--- config.mk ---
export PLATFORM = sky130hd
export DESIGN_NAME = mips_instr_encoder
export DESIGN_NICKNAME = d
export VERILOG_FILES = /design/src/rtl/mips_instr_encoder.sv
export SDC_FILE = /design/constraint.sdc
export NUM_CORES = 1
export LEC_CHECK = 0
export CAP_MARGIN = 25
export CORE_ASPECT_RATIO = 2
export CORE_MARGIN = 10
export CORE_UTILIZATION = 35
export DETAILED_ROUTE_END_ITERATION = 6
export PLACE_DENSITY_LB_ADDON = 0.3
export SLEW_MARGIN = 25
export SYNTH_ARGS = -nofsm -noshare
export SYNTH_HDL_FRONTEND = slang
export SYNTH_SLANG_ARGS = --single-unit
--- constraint.sdc ---
create_clock -name clk -period 4.1 [get_ports clk]
set_input_delay 0.615 -clock clk [delete_from_list [all_inputs] [get_ports clk]]
set_output_delay 0.615 -clock clk [all_outputs]
set_load 0.03 [all_outputs]
--- src/rtl/mips_instr_encoder.sv ---
// Program loader: packs mnemonic-level requests into MIPS words, queues them and streams them into IM.
// Optional macro DELAY_SLOT_NOP_EN appends a zero word after every jump/branch word.
module mips_instr_encoder #(
  parameter int FIFO_DEPTH = 4,
  parameter int ADDR_W     = 10
) (
  input  logic              clk,
  input  logic              rst,
  input  logic              start,
  input  logic              finish,
  input  logic              in_valid,
  output logic              in_ready,
  input  logic [4:0]        in_kind,
  input  logic [4:0]        in_rs,
  input  logic [4:0]        in_rt,
  input  logic [4:0]        in_rd,
  input  logic [4:0]        in_shamt,
  input  logic [15:0]       in_imm,
  input  logic [25:0]       in_target,
  output logic              im_we,
  input  logic              im_ready,
  output logic [ADDR_W-1:0] im_addr,
  output logic [31:0]       im_wdata,
  output logic              busy,
  output logic              done,
  output logic [ADDR_W:0]   word_count,
  output logic              err_illegal,
  output logic              err_ovf
);

  localparam int PTR_W = (FIFO_DEPTH > 1) ? $clog2(FIFO_DEPTH) : 1;
  localparam int CNT_W = PTR_W + 1;
  localparam logic [ADDR_W:0]   CAPACITY = {1'b1, {ADDR_W{1'b0}}};
  localparam logic [ADDR_W-1:0] ADDR_MAX = {ADDR_W{1'b1}};

  typedef enum logic [1:0] {S_IDLE, S_LOAD, S_DRAIN, S_DONE} state_e;

  state_e             state_q, state_d;
  logic               busy_q, done_q;
  logic               session_clear;
  logic [PTR_W-1:0]   wr_ptr_q, wr_ptr_d, rd_ptr_q, rd_ptr_d;
  logic [CNT_W-1:0]   count_q, count_d, push_cnt;
  logic [ADDR_W-1:0]  addr_q, addr_d;
  logic [ADDR_W:0]    wc_q, wc_d;
  logic               err_illegal_q, err_illegal_d, err_ovf_q, err_ovf_d;
  logic [31:0]        fifo_mem [FIFO_DEPTH];

  logic [5:0]  op, funct;
  logic [4:0]  f_rs, f_rt, f_rd, f_sh;
  logic        kind_r, kind_j, kind_legal;
  logic [31:0] enc_word;
  logic        active, fifo_full, head_valid, cap_full, pop, accept, push_word, room_ok;

  // Encoder: field forcing mirrors what the decoder ignores for each kind.
  always_comb begin
    op         = 6'h00;
    funct      = 6'h00;
    f_rs       = in_rs;
    f_rt       = in_rt;
    f_rd       = in_rd;
    f_sh       = 5'd0;
    kind_legal = 1'b1;
    case (in_kind)
      5'd0:  funct = 6'h20;
      5'd1:  funct = 6'h21;
      5'd2:  funct = 6'h22;
      5'd3:  funct = 6'h23;
      5'd4:  funct = 6'h24;
      5'd5:  funct = 6'h25;
      5'd6:  funct = 6'h27;
      5'd7:  funct = 6'h2A;
      5'd8:  funct = 6'h2B;
      5'd9:  begin funct = 6'h00; f_rs = 5'd0; f_sh = in_shamt; end
      5'd10: begin funct = 6'h02; f_rs = 5'd0; f_sh = in_shamt; end
      5'd11: funct = 6'h04;
      5'd12: funct = 6'h06;
      5'd13: begin funct = 6'h08; f_rt = 5'd0; f_rd = 5'd0; end
      5'd14: begin funct = 6'h09; f_rt = 5'd0; end
      5'd15: op = 6'h08;
      5'd16: op = 6'h0A;
      5'd17: op = 6'h0C;
      5'd18: op = 6'h0D;
      5'd19: begin op = 6'h0F; f_rs = 5'd0; end
      5'd20: op = 6'h23;
      5'd21: op = 6'h2B;
      5'd22: op = 6'h04;
      5'd23: op = 6'h05;
      5'd24: op = 6'h02;
      5'd25: op = 6'h03;
      default: kind_legal = 1'b0;
    endcase
    kind_r = (in_kind <= 5'd14);
    kind_j = (in_kind == 5'd24) || (in_kind == 5'd25);
    if (kind_j)
      enc_word = {op, in_target};
    else if (kind_r)
      enc_word = {6'h00, f_rs, f_rt, f_rd, f_sh, funct};
    else
      enc_word = {op, f_rs, f_rt, in_imm};
  end

  assign active     = (state_q == S_LOAD) || (state_q == S_DRAIN);
  assign fifo_full  = (count_q == CNT_W'(FIFO_DEPTH));
  assign head_valid = active && (count_q != '0);
  assign cap_full   = (wc_q == CAPACITY);
  // Past capacity the head is discarded rather than written, so the session still drains.
  assign pop        = head_valid && (cap_full || im_ready);
  assign im_we      = head_valid && !cap_full;
  assign in_ready   = (state_q == S_LOAD) && !fifo_full && room_ok;
  assign accept     = in_valid && in_ready;
  assign push_word  = accept && kind_legal;

`ifdef DELAY_SLOT_NOP_EN
  logic             kind_branch, push_nop;
  logic [PTR_W-1:0] wr_ptr_p1;
  assign kind_branch = (in_kind == 5'd13) || (in_kind == 5'd14) || (in_kind == 5'd22) ||
                       (in_kind == 5'd23) || (in_kind == 5'd24) || (in_kind == 5'd25);
  assign room_ok     = !kind_branch || (count_q <= CNT_W'(FIFO_DEPTH - 2));
  assign push_nop    = push_word && kind_branch;
  assign wr_ptr_p1   = wr_ptr_q + PTR_W'(1);
  always_comb begin
    push_cnt = '0;
    if (push_nop)
      push_cnt = CNT_W'(2);
    else if (push_word)
      push_cnt = CNT_W'(1);
  end
`else
  assign room_ok = 1'b1;
  always_comb begin
    push_cnt = '0;
    if (push_word)
      push_cnt = CNT_W'(1);
  end
`endif

  always_ff @(posedge clk) begin
    if (push_word)
      fifo_mem[wr_ptr_q] <= enc_word;
`ifdef DELAY_SLOT_NOP_EN
    if (push_nop)
      fifo_mem[wr_ptr_p1] <= 32'h0000_0000;
`endif
  end

  always_comb begin
    state_d       = state_q;
    session_clear = 1'b0;
    case (state_q)
      S_IDLE, S_DONE: begin
        if (start) begin
          state_d       = S_LOAD;
          session_clear = 1'b1;
        end
      end
      S_LOAD:  if (finish) state_d = S_DRAIN;
      S_DRAIN: if (count_q == '0) state_d = S_DONE;
      default: state_d = S_IDLE;
    endcase

    wr_ptr_d = wr_ptr_q + push_cnt[PTR_W-1:0];
    rd_ptr_d = rd_ptr_q + PTR_W'(pop);
    count_d  = count_q + push_cnt - CNT_W'(pop);

    addr_d        = addr_q;
    wc_d          = wc_q;
    err_illegal_d = err_illegal_q;
    err_ovf_d     = err_ovf_q;
    if (session_clear) begin
      addr_d        = '0;
      wc_d          = '0;
      err_illegal_d = 1'b0;
      err_ovf_d     = 1'b0;
    end else begin
      if (im_we && im_ready) begin
        wc_d = wc_q + (ADDR_W+1)'(1);
        if (addr_q != ADDR_MAX)
          addr_d = addr_q + ADDR_W'(1);
      end
      if (pop && cap_full)
        err_ovf_d = 1'b1;
      if (accept && !kind_legal)
        err_illegal_d = 1'b1;
    end
  end

  always_ff @(posedge clk or posedge rst) begin
    if (rst) begin
      state_q       <= S_IDLE;
      busy_q        <= 1'b0;
      done_q        <= 1'b0;
      wr_ptr_q      <= '0;
      rd_ptr_q      <= '0;
      count_q       <= '0;
      addr_q        <= '0;
      wc_q          <= '0;
      err_illegal_q <= 1'b0;
      err_ovf_q     <= 1'b0;
    end else begin
      state_q       <= state_d;
      busy_q        <= (state_d == S_LOAD) || (state_d == S_DRAIN);
      done_q        <= (state_d == S_DONE);
      wr_ptr_q      <= wr_ptr_d;
      rd_ptr_q      <= rd_ptr_d;
      count_q       <= count_d;
      addr_q        <= addr_d;
      wc_q          <= wc_d;
      err_illegal_q <= err_illegal_d;
      err_ovf_q     <= err_ovf_d;
    end
  end

  assign im_addr     = addr_q;
  assign im_wdata    = im_we ? fifo_mem[rd_ptr_q] : 32'h0000_0000;
  assign busy        = busy_q;
  assign done        = done_q;
  assign word_count  = wc_q;
  assign err_illegal = err_illegal_q;
  assign err_ovf     = err_ovf_q;

endmodule

### Word-level counts from Yosys, hierarchy flattened

Memory sizes are Yosys's and may differ from the RTL's.
Cells that the tools add are included.

* reductions and logical operators: 30
* mux-type cells: 28
* magnitude comparators: 1
* $add $sub $neg: 6
* eq/ne operators: 34

Operators by type and width (count)
* two-way mux 32 bit: 3
* one-hot mux 6 bit (14 select lines): 1
* one-hot mux 6 bit (11 select lines): 1
* == test 5 bit, second input constant: 10
* == test 5 x 4 -> 1 bit, second input constant: 8
* two-way mux 10 bit: 3
* OR reduction 26 bit: 1
* two-way mux 11 bit: 2
* == test 5 x 3 -> 1 bit, second input constant: 4
* two-way mux 5 bit: 4
* adder 11 x 1 -> 11 bit, second input constant: 1
* == test 11 bit, second input constant: 1
* adder 10 x 1 -> 10 bit, second input constant: 1
* == test 5 x 2 -> 1 bit, second input constant: 2
* two-way mux 1 bit: 10
* inequality test 10 bit, second input constant: 1
* logical AND 1 bit: 9
* == test 2 bit, second input constant: 4
* nonzero test 2 bit: 4
* two-way mux 2 bit: 3
* one-hot mux 2 bit (3 select lines): 1
* OR reduction 2 bit: 3
* == test 5 x 1 -> 1 bit, second input constant: 1
* <= comparator 5 x 4 -> 1 bit, second input constant: 1
* other kinds (14): 20

* flip-flop bits (word level): 34
* output and inout bits: 59
* memories kept: 1
* bits of input ports: 73
* memory bits (writable): 128
* word-level logic and storage cells: 110

Memory list
* fifo_mem: depth 4, width 32, rd ports 1, clocked after Yosys merged registers in 0, write ports 1, line 46 `logic [31:0] fifo_mem [FIFO_DEPTH];`

### Logic depth before layout (Yosys ltp)

Gate-level depths: netlist of run 1.

* depth after elaboration: 8
* mapped depth: 12
* depth with buffers taken out: 10

### Worst setup path before layout of run 1

OpenSTA, ideal clock, no wires.

* path type: input to register
* start point: input in_kind[1]
* end point: memory fifo_mem[1][0] (enable)
* library setup time: 464 ps
* path slack: 86 ps
* buffers on the path: 1
* stages on the path: 4
* data required time: 3636 ps
* arrival: 3550 ps
* cell sequence: buf_2 > o211ai_1 > nand4_1 > nor3b_1

* longest elaborated chain between the ends: 6
* elaborated cells on any way between the ends: 31
* classes of those cells: eq/ne (25); mux (3); reduce/logical (3)

RTL lines
* from (decl): line 13 `input logic [4:0] in_kind,`
* == test 5 bit, or another cell as far along: line 63 `case (in_kind)`
* OR reduction 26 bit (no line) *
* two-way mux 1 bit *: line 63
* logical AND 1 bit *: line 111 `assign push_word = accept && kind_legal;`
* two-way mux 1 bit *: line 138 `if (push_word)`
* two-way mux 1 bit (not written as such) *: line 139 `fifo_mem[wr_ptr_q] <= enc_word;`
* to (decl): line 46

Every way passes the cells marked *; elsewhere a longest branch is shown, timed or not.

### Worst setup path in the final report of run 1

* start point: register wc_q[6], in the netlist word_count[6]
* end point: output im_wdata[4]

* longest elaborated chain between the ends: 4

RTL lines
* from (decl): line 44 `logic [ADDR_W:0] wc_q, wc_d;`
* from (signal assigned): line 207 `wc_q <= wc_d;`
* == test 11 bit: line 105 `assign cap_full = (wc_q == CAPACITY);`
* logical NOT 1 bit: line 108 `assign im_we = head_valid && !cap_full;`
* logical AND 1 bit: line 108
* two-way mux 32 bit: line 214 `assign im_wdata = im_we ? fifo_mem[rd_ptr_q] : 32'h0000_0000;`
* to (decl): line 23 `output logic [31:0] im_wdata,`

No other way between the ends.

==> reports/qor_table.md, run 1 <==
| Stage | Parameter | Reported |
| --- | --- | --- |
| logic synthesis | Summed instance area of the synthesized netlist | 7200 sq um |
| clock tree | Number of sinks handled by clock tree synthesis | 158 |
| timing | Final clock skew | 13.1 ps |
| layout | Leading cell types in the layout, fill and taps excluded | clkdlybuf4s50_1, edfxtp_1, nor2_1 |
| logic synthesis | Count of warnings emitted by yosys | 0 |
| floorplanning | Top-level port count | 132 |
| setup path | Worst Path Class, Setup | reg -> out |
| clock tree | Post-cts sizing count | 0 |
| setup path | Worst Path Arrival | 2780 ps |
| clock tree | Post-CTS setup buffer count | 0 |
| floorplanning | Core area | 20,400 sq um |
| timing | Shortest period the worst path allows | 3400 ps |
| setup path | Required time of the worst setup path | 3480 ps |
| drt | Number of detailed-routing iterations run before antenna repair | 4 |
| timing | Share of the clock period used by the worst path after layout | 82.8% |
| min path | Type of the most critical hold path | in -> async |
| global routing | Wire length of the first global-routing pass | 27,800 um |
| global routing | Total gr overflow | 0 |
| timing | Final-report setup violation count | 0 |
| logic synthesis | Synth async-reset ratio | 21.5% |
| logic synthesis | Cell taking the most area after synthesis | edfxtp_1 |
| logic synthesis | Count of unique library cells instantiated by Yosys | 49 |
| place | Instance area at placement | 8800 sq um |
| run | Max-capacitance violation count | 0 |
| power and ir drop | Total power divided by cell area | 653 nW/um^2 |
| clock tree | Clk Latency, worst-skew pair | 420 ps |
| timing | Setup TNS | 0 ps |
| floorplanning | Die Footprint | 27,000 sq um |
| layout | Most frequent standard cell in the layout excluding fill and tap cells | clkdlybuf4s50_1 |
| layout | Layout cell share with drive strength beyond 1 | 13.3% |
| timing | Slew Limit Fails | 0 |
| setup path | Family of cells with the greatest summed delay on the critical path | simple AND/OR/NAND/NOR gates |
| setup path | Critical path buffers and inverters | 1 |
| layout | Synthesis-to-layout area growth | 30.7% |
| drt | First DRT Iteration DRCs | 521 |
| drt | Total Wirelength | 17,900 um |
| setup path | Worst path max stage delay | 620 ps |
| setup path | Critical Path Slowest Stage Cell | clkdlybuf4s50_1 |
| logic synthesis | Seq/Total Area, Yosys | 63.6% |
| logic synthesis | Count of flip-flops with a built-in enable after synthesis | 124 |
| setup path | Startpoint kind of the worst setup timing path | register |
| drt | Average vias per placed instance | 5.27 |
| floorplanning | Y dimension of the die | 223 um |
| outcome | Run status | finished, final reports clean |
| logic synthesis | Yosys reg bits | 158 |
| logic synthesis | Net count after synthesis | 592 |
| clock tree | Maximum buffer depth of the clock tree | 2 |
| layout | Total number of nets in the final design | 723 |
| setup path | Worst r2r path cells | 11 |
| place | Hpwl dp | 12,900 um |
| drt | Count of antenna-violating nets left after detailed routing | 0 |
| drt | Total vias in the final route | 4,839 |
| logic synthesis | Leading post-synthesis cells by cell area | edfxtp_1, dfrtp_1, mux4_2 |
| floorplanning | Number of rows created at floorplan | 74 |
| timing | Transition at the pin with the smallest max-transition slack | 832 ps |
| timing | Maximum achievable frequency | 0.294 GHz |
| global routing | Via count of the first global-routing pass | 5,103 |
| power and ir drop | Total leakage power | 3.44 nW |
| setup path | Critical path depth | 4 |
| place | Number of buffer cells added on primary ports | 130 |
| setup path | Crit-path max FO | 36 |
| floorplanning | Initial cell density of the core | 35.3% |
| clock tree | Hold bufs inserted after CTS | 0 |
| clock tree | TritonCTS clock tree | yes |
| drt | Wire length per cell after detailed routing | 19.5 um |
| setup path | Critical path capture point type | output pin |
| layout | Post-route standard cell area excluding fillers | 9410 sq um |
| logic synthesis | Area share of the largest cell type after synthesis | 51.7% |
| timing | Worst-case headroom to the max-slew limit | 44.5% |
| timing | Hold Violations, Final | 0 |
| clock tree | Clock transition at the register clock pins on the worst setup and hold paths after CTS | 70 ps |
| clock tree | Number of levels in the clock H-tree | 4 |
| floorplanning | Die width | 121 um |
| logic synthesis | Number of cells produced by synthesis | 508 |
| logic synthesis | Ys flop type | edfxtp_1 |
| global routing | GR Util All Layers | 13.3% |
| clock tree | Num CTS Buffers | 17 |
| timing | Unrepaired setup endpoints after global routing | false |
| place | Final weighted congestion of routability-driven global placement | 0.885 |
| clock tree | Root cell of the clock tree | clkbuf_16 |
| drt | DRC violations left | 0 |
| power and ir drop | Worst VDD drop | 330 uV |
| global routing | Antenna violations before repair | 0 |
| global routing | Largest net degree at the start of global routing | 37 |
| logic synthesis | Mapped Avg Cell Area | 14.2 sq um |
| setup path | Critical-path cell list | nor4_2 -> nand4_4 -> and3_1 -> clkdlybuf4s50_1 |
-- through the flow --
stage          hold slack, ps  cells  total power, mW  setup WS [ps]  util (%)
2_1_floorplan             485    508             3.70           85.6         -
3_3_place_gp              491    886             4.66            877      43.2
3_5_place_dp              497    886             4.69            632      43.2
4_1_cts                   425    918             6.24            655      46.2
5_1_grt                   454    918             6.46            522      46.2
6_report                  426    919             6.14            703      46.2
-- power breakdown --
group | switching, mW | total [mW] | leakage, nW | internal, mW
logic | 1.44 | 2.55 | 1.57 | 1.11
clock network | 0.712 | 1.53 | 0.290 | 0.820
registers | 0.126 | 2.06 | 1.58 | 1.93
-- worst register-to-register path, cell delays in order, from the launching register on --
cell and delay [ps]:
dfrtp_1 400, inv_1 60, ha_1 440, nor2_2 160, buf_4 320, o21a_1 230, ha_1 140, inv_1 40
ha_1 190, fa_1 380, xor2_1 160, xnor2_1 120
-- metal layers --
layer,track usage (%),up-vias,share of wire (%)
li1,-,2238,-
met1,13.9,2449,37
met2,24.7,140,57
met3,3.43,12,5.4
met4,4.17,0,1.4
met5,0,-,0
-- layout make-up --
type                            instances  area (sq um)
Fill cell                            1853         11000
Sequential cell                       158          4580
Multi-Input combinational cell        305          2440
Timing Repair Buffer                  143          1400
Clock buffer                           17           425
Tap cell                              266           333
Clock inverter                         15           174
Inverter                               14          52.6
Antenna cell                            1          2.50
-- synthesized netlist by cell type, types with 2 or more instances --
cell type	n
nand4_1	7
nand2b_1	5
buf_1	2
edfxtp_1	124
a21oi_1	20
a41o_1	2
buf_4	2
o31ai_1	4
clkbuf_1	16
o21a_1	4
a22o_1	11
nor3_1	7
o21ai_0	21
nand3_1	15
and4_1	4
or3_1	3
o211ai_1	4
nor2_1	44
xor2_1	6
a221oi_1	10
nor3b_1	3
buf_2	10
dfrtp_1	34
nor2b_1	2
mux2i_1	2
mux4_2	31
and2_1	8
inv_1	14
xnor2_1	5
and3_1	36
a31oi_1	4
ha_1	10
nand2_1	22
-- cells by family after synthesis --
logic type / synth area share [%]
compound gates: 7.81
xor+xnor: 1.34
fa+ha+maj: 2.02
buf+inv: 2.73
flops: 63.6
mux: 9.98
other cells: 0.0521
simple gates: 12.5
-- flip-flops by register name, summed over array words and instances, names as in the netlist --
| register | count |
|---|---|
| count_q | 3 |
| wr_ptr_q | 2 |
| fifo_mem | 124 |
| word_count | 11 |
| err_ovf | 1 |
| busy | 1 |
| err_illegal | 1 |
| rd_ptr_q | 2 |
| state_q | 2 |
| im_addr | 10 |
| done | 1 |
-- worst paths after layout --
| path | from | endpoint | slack [ps] |
|---|---|---|---|
| hold reg to reg | err_illegal | err_illegal | 510 |
| min in group clk | err_illegal | err_illegal | 510 |
| hold / removal | rst | done | 430 |
| setup reg to reg | state_q[0] | count_q[2] | 1330 |
| max in group asynchronous | rst | rd_ptr_q[0] | 3000 |
| setup / recovery | word_count[6] | im_wdata[4] | 700 |
No activity file was read; power rests on OpenSTA's default activity.
==> run 2: changes to the inputs <==
Clock period 4.1 ns to 3.3 ns, I/O delays scaled along.
==> run 2 against run 1 <==
  * Cell area is 0.41% higher
  * Global-route usage is 0.67 points higher
  * Cell count is 0.87% higher
  * Worst hold slack better by 31 ps
  * Critical path depth is 1 higher
  * Sequential power is 22% higher
==> reports/qor_table.md, run 2 (synthesis gave the netlist of run 1 again) <==
| Stage | Parameter | Reported |
| --- | --- | --- |
| outcome | Run status | finished, final reports clean |
| setup path | Startpoint kind of the worst setup timing path | register |
| layout | Register with the most flip-flops | fifo_mem |
| layout | Total number of nets in the final design | 732 |
| power and ir drop | Total leakage power | 3.45 nW |
| global routing | Total gr overflow | 0 |
| global routing | Met2 track utilization from global routing | 26.2% |
| drt | Total Wirelength | 18,800 um |
| drt | Total vias in the final route | 4,948 |
| setup path | Worst Path Arrival | 2600 ps |
| timing | Worst-case headroom to the max-slew limit | 38.9% |
| timing | Unrepaired setup endpoints after global routing | false |
| timing | Shortest period the worst path allows | 3100 ps |
| global routing | Busiest metal layer after global routing | met2 |
| floorplanning | Number of rows created at floorplan | 74 |
| timing | Final-report setup violation count | 0 |
| setup path | Critical-path cell list | nor4_4 -> nand4_4 -> buf_4 -> and3_1 -> clkdlybuf4s50_1 |
| timing | Final clock skew | 9.08 ps |
| power and ir drop | Power share of the clock group | 23.6% |
| power and ir drop | Total power divided by cell area | 809 nW/um^2 |
| setup path | Worst reg2reg endpoint | count_q[2] |
| setup path | Crit-path max FO | 36 |
| setup path | Critical Path Slowest Stage Cell | clkdlybuf4s50_1 |
| setup path | Crit Reg-Reg Startpoint | state_q[0] |
| clock tree | Clock transition at the register clock pins on the worst setup and hold paths after CTS | 70 ps |
| clock tree | Post-CTS setup buffer count | 0 |
| clock tree | Maximum buffer depth of the clock tree | 2 |
| place | Hpwl dp | 13,400 um |
| global routing | Wire length of the first global-routing pass | 29,100 um |
| power and ir drop | Cell-internal power | 4.87 mW |
| timing | Setup TNS | 0 ps |
| clock tree | Clk Latency, worst-skew pair | 420 ps |
| floorplanning | Core area | 20,400 sq um |
| min path | Type of the most critical hold path | in -> async |
| layout | Fin cells | 927 |
| global routing | Largest net degree at the start of global routing | 37 |
| layout | Count of antenna diodes in the layout | 0 |
| clock tree | Number of levels in the clock H-tree | 4 |
| clock tree | Post-cts sizing count | 0 |
| drt | Number of detailed-routing iterations run before antenna repair | 5 |
| floorplanning | Initial cell density of the core | 35.3% |
| setup path | Required time of the worst setup path | 2800 ps |
| setup path | Critical path capture point type | output pin |
| setup path | Worst R2R Setup Slack | 740 ps |
| layout | Number of flip-flops under the largest register name | 124 |
| layout | Layout cell share with drive strength beyond 1 | 14.1% |
| layout | Most frequent standard cell in the layout excluding fill and tap cells | clkdlybuf4s50_1 |
| timing | Share of the clock period used by the worst path after layout | 93.9% |
| clock tree | Number of sinks handled by clock tree synthesis | 158 |
| power and ir drop | Switching power total | 2.78 mW |
| global routing | Antenna violations before repair | 0 |
| drt | DRC violations left | 0 |
| drt | Count of antenna-violating nets left after detailed routing | 0 |
| floorplanning | Y dimension of the die | 223 um |
| drt | First DRT Iteration DRCs | 350 |
| timing | Hold Violations, Final | 0 |
| power and ir drop | Switching share of total power | 36.3% |
| place | Placed Cells incl. Taps | 895 |
| power and ir drop | Part of the power in registers | 33.0% |
| global routing | Routing usage on met1 | 14.4% |
| floorplanning | Die width | 121 um |
| setup path | Worst path max stage delay | 640 ps |
| timing | Transition at the pin with the smallest max-transition slack | 909 ps |
| global routing | Via count of the first global-routing pass | 5,283 |
| place | Final weighted congestion of routability-driven global placement | 0.893 |
| drt | Wire length per cell after detailed routing | 20.3 um |
| floorplanning | Die Footprint | 27,000 sq um |
| power and ir drop | Worst VDD drop | 403 uV |
| layout | Synthesis-to-layout area growth | 31.2% |
| global routing | Met3 Usage GRT | 3.07% |
| clock tree | Num CTS Buffers | 17 |
| timing | Maximum achievable frequency | 0.323 GHz |
| drt | Average vias per placed instance | 5.34 |
| floorplanning | Top-level port count | 132 |
| layout | FILL cells | 1,856 |
| run | Max-capacitance violation count | 0 |
| clock tree | TritonCTS clock tree | yes |
| power and ir drop | Part of the total power dissipated in combinational logic | 43.4% |
| global routing | GR Util All Layers | 13.9% |
| timing | Minimum hold slack | 457 ps |
| setup path | Worst r2r path cells | 11 |
| setup path | Worst Path Class, Setup | reg -> out |
| timing | Slew Limit Fails | 0 |
| clock tree | Hold bufs inserted after CTS | 0 |
| clock tree | Root cell of the clock tree | clkbuf_16 |
| layout | Leading cell types in the layout, fill and taps excluded | clkdlybuf4s50_1, edfxtp_1, nor2_1 |
| place | Number of buffer cells added on primary ports | 130 |
## run 2: changes by cell type in the layout (fill, tap and decap cells not counted), moves of 2 or more
cell        before  now
buf_4           13   20
clkinv_8         5    0
buf_12           0    2
inv_8            4    0
clkinvlp_4       1    6
clkinv_1         0    3
## run 2: metal layers
layer  vias to the layer above  part of all wire [%]  wire length, um
li1                       2243                     -                -
met2                       169                    58            10800
met1                      2514                    35             6640
met3                        22                   5.1              968
met5                         -                     0                0
met4                         0                   2.0              371
## run 2: power by group through the flow
stage | registers, mW | logic [mW] | clock network, mW
2_1_floorplan | 2.61 | 1.99 | 0
3_3_place_gp | 2.54 | 3.32 | 0
3_5_place_dp | 2.57 | 3.37 | 0
4_1_cts | 2.53 | 3.38 | 1.85
5_1_grt | 2.55 | 3.55 | 1.93
6_report | 2.52 | 3.32 | 1.80
## run 2: metrics by stage
stage	power (mW)	setup WS (ps)	utilization (%)	cell area, sq um
final	7.64	200	46.4	9450
after global routing	8.03	93.5	46.4	9450
after CTS	7.76	181	46.4	9450
after detailed placement	5.93	436	43.7	8900
after global placement	5.87	553	43.7	8900
after floorplan	4.60	-594	-	7200
## run 2: worst max-delay path by stage
stage	startpoint	endpoint	slack, ps	cells past startpoint
final	word_count[2]	im_wdata[4]	200	5
after global routing	word_count[0]	im_wdata[3]	90	6
after CTS	word_count[0]	im_wdata[2]	180	6
after detailed placement	in_kind[0]	fifo_mem[0][7]	440	6
after global placement	in_kind[0]	fifo_mem[0][8]	550	6
after floorplan	in_kind[1]	fifo_mem[1][0]	-590	4
## run 2: final cells by class
type / instances / area (sq um) / area share, %
clock inverter: 14 / 119 / 1.26
clock buffer: 18 / 429 / 4.54
sequential: 158 / 4580 / 48.4
inverter: 14 / 52.6 / 0.556
timing repair buffer: 152 / 1490 / 15.8
multi-input combinational: 305 / 2440 / 25.9
tap: 266 / 333 / 3.52
## run 2: critical path: cells and delay by family, from the launching register on
family	cells	cell delay (ps)
buffers and inverters	2	920
and+or+nand+nor	3	740
DFF	1	510
==> RTL change 1: new RTL, settings of run 1 <==
The parameter `ADDR_W` goes from 10 to 9.
--- a/src/rtl/mips_instr_encoder.sv
+++ b/src/rtl/mips_instr_encoder.sv
@@ -2,7 +2,7 @@
 // Optional macro DELAY_SLOT_NOP_EN appends a zero word after every jump/branch word.
 module mips_instr_encoder #(
   parameter int FIFO_DEPTH = 4,
-  parameter int ADDR_W     = 10
+  parameter int ADDR_W     = 9
 ) (
   input  logic              clk,
   input  logic              rst,
Ports: changed (resized im_addr and word_count); port bits go from 132 to 130. No check against the original RTL was run, so the function may have changed too.
==> RTL change 1 against run 1 <==
Setup slack gained 0.011 ns; design area fell by 0.96%; power shrank 0.22%; area after synthesis fell by 1.0%; fmax increased by 0.32%; sequential cell count down 2; non-clock buffer count decreased by 2; wire length is 0.25% higher; register-to-register slack hardly changed; critical path type unchanged; highest routed layer unchanged.
==> RTL change 1: results (changes against run 1) <==
| Quantity | Value | Unit | Delta |
|:---|:---|:---|:---|
| Run status | finished, final reports clean | - | unchanged |
| Post-synthesis compound-gate area fraction | 8.13 | % | was 7.81% |
| ANT cells | 0 | - | was 1 |
| Max-Slew Margin vs Limit | 28.7 | % | was 44.5% |
| FFs w/ async S/R, synth | 20.5 | % | was 21.5% |
| Largest stage delay, worst path | 0.69 | ns | was 0.62 ns |
| Maximum number of pins on one net before global-route repair | 41 | - | was 37 |
| LEAKAGE | 3.39 | nW | was 3.44 nW |
| Instance area at placement | 8740 | sq um | was 8800 sq um |
| Wire length of the first global-routing pass | 28,400 | microns | was 27,800 microns |
| Top cells by area in the synthesized netlist | edfxtp_1 52%, dfrtp_1 11%, mux4_2 9.8% | - | was edfxtp_1 52%, dfrtp_1 12%, mux4_2 9.7% |
| Ratio of cells with drive above 1 in the final layout | 14.1 | % | was 13.3% |
| HPWL after detailed placement | 12,800 | microns | was 12,900 microns |
| GRT met2 Usage | 24.6 | % | was 24.7% |
| GRT Overall Usage | 13.5 | % | was 13.3% |
| Worst path top cell family by delay | buffers and inverters | - | was simple AND/OR/NAND/NOR gates |
| Net count of the mapped netlist | 587 | - | was 592 |
| Amount of wire on met2 after detailed routing | 10,000 | microns | was 10,100 microns |
| Post-detailed-route wirelength per cell | 19.8 | microns | was 19.5 microns |
| Total Nets Final | 718 | - | was 723 |
| Count of input and output buffers | 128 | - | was 130 |
| Total met3 wirelength after detailed routing | 963 | microns | was 970 microns |
| Vias | 4,738 | - | was 4,839 |
| Worst Hold Slack | 0.492 | ns | was 0.426 ns |
| Detailed-routing wirelength on met1 | 6700 | microns | was 6540 microns |
| Sequential element share of the synthesized area | 63.5 | % | was 63.6% |
| Worst Hold Class | reg -> reg | - | was in -> async |
| Worst Clk Skew | 0.0107 | ns | was 0.0131 ns |
| Worst EP arrival | 2.77 | ns | was 2.78 ns |
| Sw Share | 36.4 | % | was 37.1% |
| Met1 GRT Util | 14.4 | % | was 13.9% |
| CP Capture Point | im_wdata[16] | - | was im_wdata[4] |
| Path depth of the worst reg2reg path | 10 | - | was 11 |
| Xor and xnor fraction of the mapped netlist area | 0.738 | % | was 1.34% |
## RTL change 1: cell types whose count changed in the layout (fill, tap and decap cells not counted), sizes merged, moves of 4 or more
cell / before / now
nor2: 44 / 36
a21oi: 20 / 13
nand2b: 5 / 1
or4: 0 / 4
clkinv: 8 / 4
inv: 20 / 27
nand4: 8 / 4
a22o: 11 / 5
## RTL change 1: through the flow
| stage | std cells | setup slack (ns) |
|---|---|---|
| 6_report | 907 | 0.714 |
| 5_1_grt | 907 | 0.564 |
| 2_1_floorplan | 502 | 0.0549 |
| 3_3_place_gp | 876 | 0.965 |
| 3_5_place_dp | 876 | 0.860 |
| 4_1_cts | 907 | 0.631 |
## RTL change 1: cell type report
class	count	area, sq um
fillers	1719	10700
flip-flops and latches	156	4530
multi-input cells	299	2430
repair buffers	141	1390
clock buffers	17	425
well taps	262	328
clock inverters	14	151
inverters	18	67.6
==> RTL change 2: new RTL, settings of run 1 <==
Without the edit above. Put one more register stage on the output `word_count`, cleared by the reset. The value now appears one clock later. The other outputs are not delayed to match.
--- a/src/rtl/mips_instr_encoder.sv
+++ b/src/rtl/mips_instr_encoder.sv
@@ -214,7 +214,13 @@
   assign im_wdata    = im_we ? fifo_mem[rd_ptr_q] : 32'h0000_0000;
   assign busy        = busy_q;
   assign done        = done_q;
-  assign word_count  = wc_q;
+  always_ff @(posedge clk or posedge rst) begin
+    if (rst) begin
+      word_count <= '0;
+    end else begin
+      word_count <= wc_q;
+    end
+  end
   assign err_illegal = err_illegal_q;
   assign err_ovf     = err_ovf_q;
 
Formal check against the unedited RTL: not equivalent (a bounded check fails within 4 cycles, from zero or initial values and one cycle with rst high).
==> RTL change 2 against run 1 <==
Via count increased by 2.6%; design area up 4.3%; power increased by 8.1%; sequential cell count grew 11; global-route usage is 0.28 points higher; wire length grew 4.2%; setup slack got worse by 0.080 ns; area after synthesis up 4.2%; critical path depth is 2 higher.
==> RTL change 2: results (changes against run 1) <==
| Quantity | Value | Unit | Delta |
|:---|:---|:---|:---|
| Run status | finished, final reports clean | - | unchanged |
| Worst Hold Class | reg -> reg | - | was in -> async |
| LEAKAGE | 3.66 | nW | was 3.44 nW |
| GRT Overall Usage | 13.6 | % | was 13.3% |
| Detailed-routing iteration count for the pre-antenna-repair pass | 7 | - | was 4 |
| GRT met2 Usage | 25.4 | % | was 24.7% |
| Post-detailed-route wirelength per cell | 20.0 | microns | was 19.5 microns |
| ANT cells | 0 | - | was 1 |
| Net count of the mapped netlist | 602 | - | was 592 |
| Amount of wire on met2 after detailed routing | 10,600 | microns | was 10,100 microns |
| Worst Clk Skew | 0.00991 | ns | was 0.0131 ns |
| Largest stage delay, worst path | 0.70 | ns | was 0.62 ns |
| Top cells by area in the synthesized netlist | edfxtp_1 50%, dfrtp_1 15%, mux4_2 9.3% | - | was edfxtp_1 52%, dfrtp_1 12%, mux4_2 9.7% |
| Sequential element share of the synthesized area | 64.7 | % | was 63.6% |
| Wire length of the first global-routing pass | 28,900 | microns | was 27,800 microns |
| Maximum VDD drop | 0.000313 | V | was 0.000330 V |
| Largest fanout on the critical path | 33 | - | was 36 |
| Ratio of cells with drive above 1 in the final layout | 15.0 | % | was 13.3% |
| Total Nets Final | 736 | - | was 723 |
| Actual transition at the worst max-transition pin | 0.784 | ns | was 0.832 ns |
| Worst setup slack for register-to-register paths | 1.28 | ns | was 1.33 ns |
| FFs w/ async S/R, synth | 26.6 | % | was 21.5% |
| HPWL after detailed placement | 13,200 | microns | was 12,900 microns |
| DRT iter0 DRCs | 449 | - | was 521 |
| Detailed-routing wirelength on met1 | 6710 | microns | was 6540 microns |
| Number of distinct library cells after synthesis | 61 | - | was 49 |
| Bufs on Longest Clock Path | 2 | - | unchanged |
| Leading registers by flop count | fifo_mem: 124 flops, wc_q: 11 flops, word_count: 11 flops | - |  |
| Startpoint of the most critical hold path | wc_q[10] | - |  |
| Routing usage on met3 | 3.03 | % | was 3.43% |
| Vias | 4,967 | - | was 4,839 |
| GPL Wtd Cong | 0.871 | - | was 0.885 |
| Worst EP arrival | 2.86 | ns | was 2.78 ns |
| CTS-repair resized insts | 0 | - | unchanged |
| Clock buffers created by TritonCTS | 17 | - | unchanged |
| Worst path top cell family by delay | buffers and inverters | - | was simple AND/OR/NAND/NOR gates |
| Vias in the first global route | 5,267 | - | was 5,103 |
| Maximum number of pins on one net before global-route repair | 34 | - | was 37 |
| Post-synth top cells | 124 x edfxtp_1, 54 x nor2_1, 45 x dfrtp_1 | - | was 124 x edfxtp_1, 44 x nor2_1, 36 x and3_1 |
| Met1 GRT Util | 14.0 | % | was 13.9% |
| Total met3 wirelength after detailed routing | 951 | microns | was 970 microns |
## RTL change 2: cell count changes after synthesis, moves of 4 or more
cell,change
a21oi_1,-6
nand3_1,-9
nor2_1,+10
o21ai_0,-12
and2_1,-4
dfrtp_1,+11
## RTL change 2: cell type report
type | count | area [sq um]
inverters | 14 | 52.6
clock inverters | 14 | 233
clock buffers | 18 | 429
fillers | 1885 | 11200
well taps | 269 | 337
flip-flops and latches | 169 | 4850
multi-input cells | 303 | 2470
repair buffers | 147 | 1440
## RTL change 2: power breakdown
group	switching, W	internal (W)	total [W]
Combinational	0.00149	0.00115	0.00264
Sequential	0.000151	0.00206	0.00222
Clock	0.000676	0.00110	0.00177
## RTL change 2: through the flow
stage | cell area (sq um) | instances | setup slack, ns | hold slack [ns] | power (W)
2_1_floorplan | 7500 | 518 | 0.0918 | 0.387 | 0.00389
3_3_place_gp | 9150 | 902 | 0.990 | 0.414 | 0.00490
3_5_place_dp | 9150 | 902 | 0.880 | 0.427 | 0.00495
4_1_cts | 9810 | 934 | 0.591 | 0.437 | 0.00674
5_1_grt | 9810 | 934 | 0.490 | 0.465 | 0.00695
6_report | 9810 | 934 | 0.623 | 0.434 | 0.00663
## RTL change 2: worst reg2reg max path, delay by kind of cell (launching register included)
kind | cells | cell delay (ns)
adders and majority gates | 4 | 1.11
buffers and inverters | 3 | 0.48
DFF | 1 | 0.40
xor gates and xnor gates | 2 | 0.28
AOI/OAI and AO/OA | 1 | 0.24
and+or+nand+nor | 1 | 0.19
## RTL change 2: cells by family after synthesis
group,count (synthesis),share of synthesized area (%)
xor+xnor,14,1.64
other cells,1,0.0500
fa+ha+maj,11,1.94
compound gates,76,7.33
buf+inv,46,2.60
simple gates,168,12.2
flops,169,64.7
mux,33,9.60
